--- config.mk ---
export PLATFORM = sky130hd
export DESIGN_NAME = sync_filter_bank
export DESIGN_NICKNAME = d
export VERILOG_FILES = /design/src/rtl/sync_filter_bank.sv
export SDC_FILE = /design/constraint.sdc
export NUM_CORES = 1
export LEC_CHECK = 0
export BUFFER_PORTS_ARGS = -buffer_cell sky130_fd_sc_hd__buf_4
export CORE_MARGIN = 5
export CORE_UTILIZATION = 49
export DETAILED_ROUTE_END_ITERATION = 8
export GPL_ROUTABILITY_DRIVEN = 0
export PLACE_DENSITY_LB_ADDON = 0.15
export SYNTH_ARGS = -nofsm -noshare
export SYNTH_HDL_FRONTEND = slang
export SYNTH_SLANG_ARGS = --single-unit
--- constraint.sdc ---
create_clock -name clk -period 1.3 [get_ports clk]
set_input_delay 0.065 -clock clk [delete_from_list [all_inputs] [get_ports clk]]
set_output_delay 0.065 -clock clk [all_outputs]
set_load 0.005 [all_outputs]
--- src/rtl/sync_filter_bank.sv ---
// sync_filter_bank: per-channel STAGES-flop synchronizer, persistence glitch filter, optional edge pulses (macro SYNC_FILTER_EDGE_EN).
// Latency: STAGES-1+FILTER_LEN enabled edges from capture in sync[0] to data_out; all outputs registered. No backpressure; en=0 freezes all state.
module sync_filter_bank #(
    parameter int               WIDTH      = 4,
    parameter int               STAGES     = 2,
    parameter int               FILTER_LEN = 4,
    parameter logic [WIDTH-1:0] RESET_VAL  = {WIDTH{1'b0}}
) (
    input  logic             clk,
    input  logic             rstb,
    input  logic             en,
    input  logic [WIDTH-1:0] data_in,
    output logic [WIDTH-1:0] data_out,
    output logic [WIDTH-1:0] rise,
    output logic [WIDTH-1:0] fall
);
    localparam int            CW       = $clog2(FILTER_LEN + 1);
    localparam logic [CW-1:0] CNT_LAST = CW'(FILTER_LEN - 1);

    logic [STAGES-1:0][WIDTH-1:0] r_sync;
    logic [WIDTH-1:0]             r_data_out;
    logic [CW-1:0]                r_cnt [WIDTH];
    logic [WIDTH-1:0]             w_sync_out;

    // Only the last stage is ever read; sync[0] is the metastability catcher.
    assign w_sync_out = r_sync[STAGES-1];
    assign data_out   = r_data_out;

    always_ff @(posedge clk) begin
        if (!rstb) begin
            r_sync <= {STAGES{RESET_VAL}};
        end else if (en) begin
            r_sync <= {r_sync[STAGES-2:0], data_in};
        end
    end

    // A disagreeing level must persist FILTER_LEN enabled samples; any agreeing sample restarts the count.
    always_ff @(posedge clk) begin
        if (!rstb) begin
            r_data_out <= RESET_VAL;
            for (int i = 0; i < WIDTH; i++) begin
                r_cnt[i] <= '0;
            end
        end else if (en) begin
            for (int i = 0; i < WIDTH; i++) begin
                if (w_sync_out[i] == r_data_out[i]) begin
                    r_cnt[i] <= '0;
                end else if (r_cnt[i] == CNT_LAST) begin
                    r_data_out[i] <= w_sync_out[i];
                    r_cnt[i]      <= '0;
                end else begin
                    r_cnt[i] <= r_cnt[i] + CW'(1);
                end
            end
        end
    end

`ifdef SYNC_FILTER_EDGE_EN
    logic [WIDTH-1:0] w_upd;
    logic [WIDTH-1:0] r_rise;
    logic [WIDTH-1:0] r_fall;

    // w_upd marks the edge on which data_out takes sync_out, so the pulse lands with the new level.
    always_comb begin
        w_upd = '0;
        for (int i = 0; i < WIDTH; i++) begin
            w_upd[i] = en && (w_sync_out[i] != r_data_out[i]) && (r_cnt[i] == CNT_LAST);
        end
    end

    always_ff @(posedge clk) begin
        if (!rstb) begin
            r_rise <= '0;
            r_fall <= '0;
        end else begin
            r_rise <= w_upd & w_sync_out;
            r_fall <= w_upd & ~w_sync_out;
        end
    end

    assign rise = r_rise;
    assign fall = r_fall;
`else
    assign rise = {WIDTH{1'b0}};
    assign fall = {WIDTH{1'b0}};
`endif

endmodule

Word-level counts from Yosys, hierarchy flattened

Memories as Yosys holds them, arrays and structs flattened.
Index checks and enable logic that the tools add are counted.

Word-level logic and storage cells: 108
Memories kept: 1
Memory bits (writable): 12
Register bits after elaboration: 12
Output and inout port bits: 12
Input bits: 7

Eq/ne operators: 8
Add/sub/neg operators: 4
Reduce and logical (&&, ||, !) cells: 4
Bitwise logic cells: 16
Multiplexer cells: 69

Memories:

| memory | depth | width | read ports | clocked after memory_dff | write ports | RTL line | source |
|---|---|---|---|---|---|---|---|
| r_cnt  | 4     | 3     | 4          | 0                        | 4           | 22       | `logic [CW-1:0] r_cnt [WIDTH];` |

Operators with widths:

| cell                                                 | count |
|---|---|
| two-way mux 1 bit                                    | 57 |
| two-way mux 3 bit                                    | 12 |
| adder 3 x 1 -> 3 bit (second input constant)         | 4 |
| equality test 3 x 2 -> 1 bit (second input constant) | 4 |
| bitwise OR 1 bit                                     | 12 |
| AND reduction 3 bit                                  | 4 |
| equality test 1 bit                                  | 4 |
| NOT 1 bit                                            | 4 |

Logic depth before layout (Yosys ltp)

Gate-level depths: netlist of run 1.
An unclocked memory read counts as a cell.

Depth after elaboration: 9
Gate-level depth with buffers: 4
Mapped depth without buffers: 4

Worst setup path before layout of run 1

Ideal clock, no wire load.

Path kind: register to register
Start point: mem r_cnt[3][0] (netlist bit)
End point: mem r_cnt[3][2] (netlist bit), data pin
Cell stages (with the launch flop): 4
Setup time: 176 ps
Required time: 1124 ps
Path buffers: 0
Data arrival time: 1059 ps
Period minus slack after synthesis: 1235 ps
Setup slack: 65 ps
Cell sequence: edfxtp_1 > ha_1 > ha_1 > nor4_1

RTL lines:

| what        | RTL line |
|---|---|
| from (decl) | 22 |

==> impl_metrics.ini, run 1 <==
[floorplan]
core-area_mm2 = 0.002410
die_area_mm2 = 0.003529
io_pins = 19
die_x_um = 59.41
rows = 18
die_h_um = 59.41
start_util_pct = 49.64

[setup_path]
criticalPathCategory = flip-flop to flip-flop
startpoint_type = flip-flop
worstPathArrival_ps = 1420
r2r-start = r_cnt[0][0]$_SDFFCE_PN0P_
crit_required_ps = 1440
endpoint_kind = flip-flop
worst-r2r-cell-count = 3
cp_max_fo = 4
rrSetupSlack_ps = 20
r2r-end = r_cnt[0][2]$_SDFFCE_PN0P_

[power_and_ir_drop]
intPower_mw = 0.9932
p_clk_share_pct = 24.4
vdd.ir_drop.worst_mv = 0.7005
comb_power_share_pct = 10.5
finalPower_mw = 1.283
p_per_area_mw_per_mm2 = 921.2
leakagePower_nw = 0.5437
p_sw_mw = 0.2897
netSwitchingFraction_pct = 22.58
power_frac_seq_pct = 65.1

[flow_run]
max-cap-violations = 0

[clock_network]
clkSinkCount = 24
clk_latency_ps = 300
clk_pin_slew_ps = 130
cts_made_buffers = 3
cts_tree = done
cts_max_path_buffers = 2
h-tree-depth = 1
cts-root-buf = clkbuf_4

[sta]
finalHoldViolCount = 0
layout_min_cycle_time_ps = 1279
skew_ps = 0.3434
fmax_ghz = 0.7821
hold_ws_ps = 8.877
final.period_utilization_pct = 98.36
setup_viol = 0
final-max-slew-violation-count = 0

[place]
dpl_cell_area_mm2 = 0.001232
io_buffer_count = 10
hpwl_um = 1154
dp.cells = 135

[route]
vias = 690
wire_per_inst_um = 12.25
vias_per_cell = 4.859
drt_iter0_drc = 11
drc = 0
ant_nets = 0
routed_wl_um = 1740
drt-pass1-iter-count = 4

[worst_hold_path]
holdPathEnd = r_sync[0]$_SDFFE_PN0P_
hp-class = primary input to flip-flop
holdCritStartpoint = data_in[0]
hold_depth = 3

[logic_synthesis]
ys_seq_area_share_pct = 50.21
syn_inst = 100
synth.distinct_cells = 17
syn_avg_cell_area_um2 = 11.96
syn_area_mm2 = 0.001196
yosysWarnings = 0
yosys_register_bits = 24

[global_route]
track_usage_pct = 9.755
grt_pass1_vias = 629
grt_max_degree = 19
grt_antenna_before_repair = 0
grt.overflow.total = 0
grt_pass1_wl_um = 2628

[cells_and_area]
post-route-util_pct = 57.79
stdcell_area_mm2 = 0.001393
drive_gt1_share_pct = 32.14
num_antenna_cells = 0
fin_cells = 142
fin_nets = 129
area_growth_pct = 16.42

[outcome]
status = complete, no violations
==> metal layers <==
layer / up-vias / GRT usage, % / wire length [um]
li1: 358 / - / -
met1: 321 / 11.61 / 871
met2: 9 / 16.54 / 796
met3: 2 / 1.307 / 58
met4: 0 / 5.825 / 13
met5: - / 0 / 0
==> how the worst max path moves through the flow <==
stage | start | endpoint | slack (ps) | cells past startpoint
floorplan | r_cnt[3][0]$_SDFFCE_PN0P_ | r_cnt[3][2]$_SDFFCE_PN0P_ | 70 | 3
global placement | r_cnt[3][0]$_SDFFCE_PN0P_ | r_cnt[3][2]$_SDFFCE_PN0P_ | 30 | 3
detailed placement | r_cnt[2][0]$_SDFFCE_PN0P_ | r_cnt[2][1]$_SDFFCE_PN0P_ | -40 | 3
CTS | r_cnt[0][0]$_SDFFCE_PN0P_ | r_cnt[0][2]$_SDFFCE_PN0P_ | 2 | 3
global route | r_cnt[2][0]$_SDFFCE_PN0P_ | r_cnt[2][1]$_SDFFCE_PN0P_ | -7 | 3
finish | r_cnt[0][0]$_SDFFCE_PN0P_ | r_cnt[0][2]$_SDFFCE_PN0P_ | 20 | 3
==> area by class of cell <==
class | count | area, um2
Fill cell | 195 | 1017
Multi-Input combinational cell | 66 | 604.3
Sequential cell | 24 | 600.6
Timing Repair Buffer | 15 | 112.6
Tap cell | 30 | 37.54
Clock buffer | 3 | 22.52
Inverter | 4 | 15.01
==> cells in the final DEF (no fill, tap or decap), types with 4 or more instances in the layout <==
| cell type | netlist | final |
|---|---|---|
| buf_4 | 8 | 15 |
| mux2i_1 | 12 | 12 |
| nand2_1 | 12 | 12 |
| dfxtp_1 | 12 | 12 |
| edfxtp_1 | 12 | 12 |
| nor2b_1 | 8 | 8 |
| conb_1 | 1 | 8 |
| nor4_2 | 0 | 6 |
| inv_1 | 4 | 4 |
| xnor2_1 | 4 | 4 |
| nor4b_2 | 2 | 4 |
| ha_4 | 0 | 4 |
==> cell usage after synthesis <==
cell      count  area, um2
mux2i_1      12      120.1
nor4b_2       2      30.03
edfxtp_1     12      360.4
conb_1        1      3.750
dfxtp_1      12      240.2
nor4b_1       2      17.52
buf_6         4      45.04
nor2b_1       8      50.05
ha_1          8      100.1
nand2_1      12      45.04
nand2_4       1      11.26
inv_1         4      15.01
or2b_1        1      7.510
nor4_1        8      50.05
clkbuf_2      1      5.000
buf_4         8      60.06
xnor2_1       4      35.03
==> stage by stage <==
step / setup WS, ps / setup TNS (ps)
5_1_grt: -6.822 / -9.884
3_3_place_gp: 31.31 / 0
6_report: 21.38 / 0
2_1_floorplan: 65.35 / 0
3_5_place_dp: -36.23 / -97.94
4_1_cts: 1.739 / 0
==> flip-flops by register name, indices dropped and copies added, names as in the netlist <==
register	flops
r_cnt	12
data_out	4
w_sync_out	4
r_sync	4
==> worst max-delay path, stage by stage, from the launching register on <==
cell and delay (ps):
edfxtp_1 440, ha_2 230, ha_4 180, nor4_2 270
==> power groups by stage <==
stage,combinational (mW),sequential (mW),clock [mW]
global placement,0.102,0.851,0
floorplan,0.108,0.849,0
global route,0.149,0.840,0.363
finish,0.134,0.836,0.313
detailed placement,0.106,0.853,0
CTS,0.113,0.836,0.320
==> timing repair <==
| action | CTS | global route |
|---|---|---|
| hold buffers | 0 | 0 |
| setup endpoints to repair | 11 | 11 |
| gates resized for setup | 5 | 14 |
| hold endpoints to repair | 0 | 0 |
| pin swaps | 5 | 4 |
| setup buffers | 2 | 2 |
==> cells by family after synthesis <==
logic type / count (synthesis) / share of synthesized area, %
other: 1 / 0.3135
AND/OR/NAND/NOR: 34 / 17.68
multiplexers: 12 / 10.04
XOR/XNOR: 4 / 2.929
buffers and inverters: 17 / 10.46
adder cells (fa/ha/maj): 8 / 8.369
flip-flops: 24 / 50.21
Note: power is estimated with default switching activity, not from simulation.
==> run 2, diff against run 1 <==
--- a/config.mk
+++ b/config.mk
@@ -10,7 +10,7 @@
 export CORE_UTILIZATION = 49
 export DETAILED_ROUTE_END_ITERATION = 8
 export GPL_ROUTABILITY_DRIVEN = 0
-export PLACE_DENSITY_LB_ADDON = 0.15
+export PLACE_DENSITY = 0.73
 export SYNTH_ARGS = -nofsm -noshare
 export SYNTH_HDL_FRONTEND = slang
 export SYNTH_SLANG_ARGS = --single-unit
==> run 2 against run 1 <==
  * Register-to-register slack improved by 30 ps
  * Count of clock-buffer cells in the layout unchanged
  * Fmax increased by 2.3%
  * Cell area increased by 6.3%
  * Total power increased by 18%
  * Non-clock buffer count unchanged
  * Die area unchanged
  * Sequential power about the same
  * Worst setup slack improved by 29 ps
  * Wire length increased by 7.9%
  * Critical path type unchanged
  * Highest routed layer unchanged
==> impl_metrics.ini, run 2 (synthesized netlist as in run 1, its figures left out) <==
[setup_path]
startpoint_type = flip-flop
endpoint_kind = flip-flop
cpPeakStageDelay_ps = 420
cp_max_fo = 4
criticalPathCategory = flip-flop to flip-flop
cp_cell_sequence = ha_2 > ha_4 > nor4_4
crit_slowest_cell = edfxtp_1
crit_required_ps = 1440
worstPathArrival_ps = 1390
rrSetupSlack_ps = 50

[floorplan]
die_area_mm2 = 0.003529
io_pins = 19
rows = 18
start_util_pct = 49.64
die_x_um = 59.41
core-area_mm2 = 0.002410
die_h_um = 59.41

[clock_network]
clk_pin_slew_ps = 130
clkSinkCount = 24
cts-root-buf = clkbuf_4
h-tree-depth = 1
cts_max_path_buffers = 2
cts_made_buffers = 3
cts_tree = done
clk_latency_ps = 310

[sta]
fmax_ghz = 0.8001
worst_pin_slew_ps = 508.1
layout_min_cycle_time_ps = 1250
final.period_utilization_pct = 96.14
setup_viol = 0
skew_ps = 0.5714
rsz0062_at_grt = false
final-max-slew-violation-count = 0
finalHoldViolCount = 0
fin_ws_ps = 50.19
hold_ws_ps = 8.333
slew_headroom_pct = 65.89

[route]
route.met3.wl_um = 53
drt-met1-wl_um = 878
drt-pass1-iter-count = 3
dr_wl_met2_um = 915
vias = 697
drt_iter0_drc = 10
top_layer = met4
vias_per_cell = 4.874
ant_nets = 0
drc = 0
wire_per_inst_um = 13.13
routed_wl_um = 1877

[power_and_ir_drop]
comb_power_share_pct = 9.9
intPower_mw = 1.201
p_per_area_mw_per_mm2 = 1023
p_clk_share_pct = 34.9
leakagePower_nw = 0.5582
p_sw_mw = 0.3122
vdd.ir_drop.worst_mv = 0.7701
finalPower_mw = 1.514
netSwitchingFraction_pct = 20.63
power_frac_seq_pct = 55.2

[cells_and_area]
num_antenna_cells = 0
post-route-util_pct = 61.42
fin_nets = 129
fill_cells = 180
mostFrequentLayoutCell = buf_4
largest_register_ffs = 12
top_register = r_cnt
final_cell_mix = buf_4 (15), mux2i_1 (12), nand2_1 (12), dfxtp_1 (12), edfxtp_1 (12)
drive_gt1_share_pct = 36.28
area_growth_pct = 23.74

[place]
hpwl_um = 1216
io_buffer_count = 10
place_ws_ps = -24.74

[worst_hold_path]
hp-class = primary input to flip-flop

[flow_run]
max-cap-violations = 0

[global_route]
grt_pass1_wl_um = 3070
grt.overflow.total = 0
track_usage_pct = 11.52
grt_max_degree = 19
grt_pass1_vias = 730
grt_antenna_before_repair = 0

[outcome]
status = complete, no violations
## run 2: cell count changes in the layout (fill, tap and decap cells not counted), sizes merged
cell / delta
bufinv: +1
## run 2: per-stage QoR
step / TNS, ps / cells / cell area, um2
floorplan: 0 / 107 / 1222
global placement: 0 / 135 / 1232
global route: 0 / 143 / 1480
finish: 0 / 143 / 1480
detailed placement: -73.81 / 135 / 1232
CTS: 0 / 142 / 1328
## run 2: layout make-up
cell class                 count  area (um2)  share of cell area (%)
clock inverter                 1       30.03                   2.029
sequential                    24       600.6                   40.57
multi-input combinational     66       661.9                   44.72
tap                           30       37.54                   2.536
clock buffer                   3       22.52                   1.522
inverter                       4       15.01                   1.014
timing repair buffer          15       112.6                   7.608
## run 2: power by group through the flow
stage	combinational, mW	clock, mW	sequential (mW)
after global routing	0.166	0.575	0.841
after floorplan	0.108	0	0.849
after global placement	0.101	0	0.851
after detailed placement	0.107	0	0.853
after CTS	0.117	0.530	0.835
final	0.150	0.528	0.836
## run 2: path summary, 6_finish.rpt
kind | startpoint | end | cells after the start
worst min-delay path | data_in[3] | r_sync[3]$_SDFFE_PN0P_ | 3
worst min register to register | data_out[0]$_SDFFE_PN0P_ | data_out[0]$_SDFFE_PN0P_ | 2
worst max-delay path | r_cnt[1][0]$_SDFFCE_PN0P_ | r_cnt[1][0]$_SDFFCE_PN0P_ | 3
worst max register to register | r_cnt[1][0]$_SDFFCE_PN0P_ | r_cnt[1][0]$_SDFFCE_PN0P_ | 3
## run 2: repair_timing
item / 4_1_cts / 5_1_grt
resized for setup: 5 / 22
setup buffers: 3 / 1
cloned: 0 / 0
setup endpoints to repair: 11 / 11
pin swaps: 4 / 6
hold buffers: 0 / 0
## run 2: critical path, delay by kind of cell, from the launching register on
kind / cells / cell delay, ps
AND/OR/NAND/NOR: 1 / 270
adder cells (fa/ha/maj): 2 / 400
flip-flops: 1 / 420
## run 2: per-layer routing
layer	GRT usage (%)	vias to the layer above
met2	19.97	11
met3	2.179	4
met5	0	-
met1	13.37	326
met4	5.825	0
li1	-	356
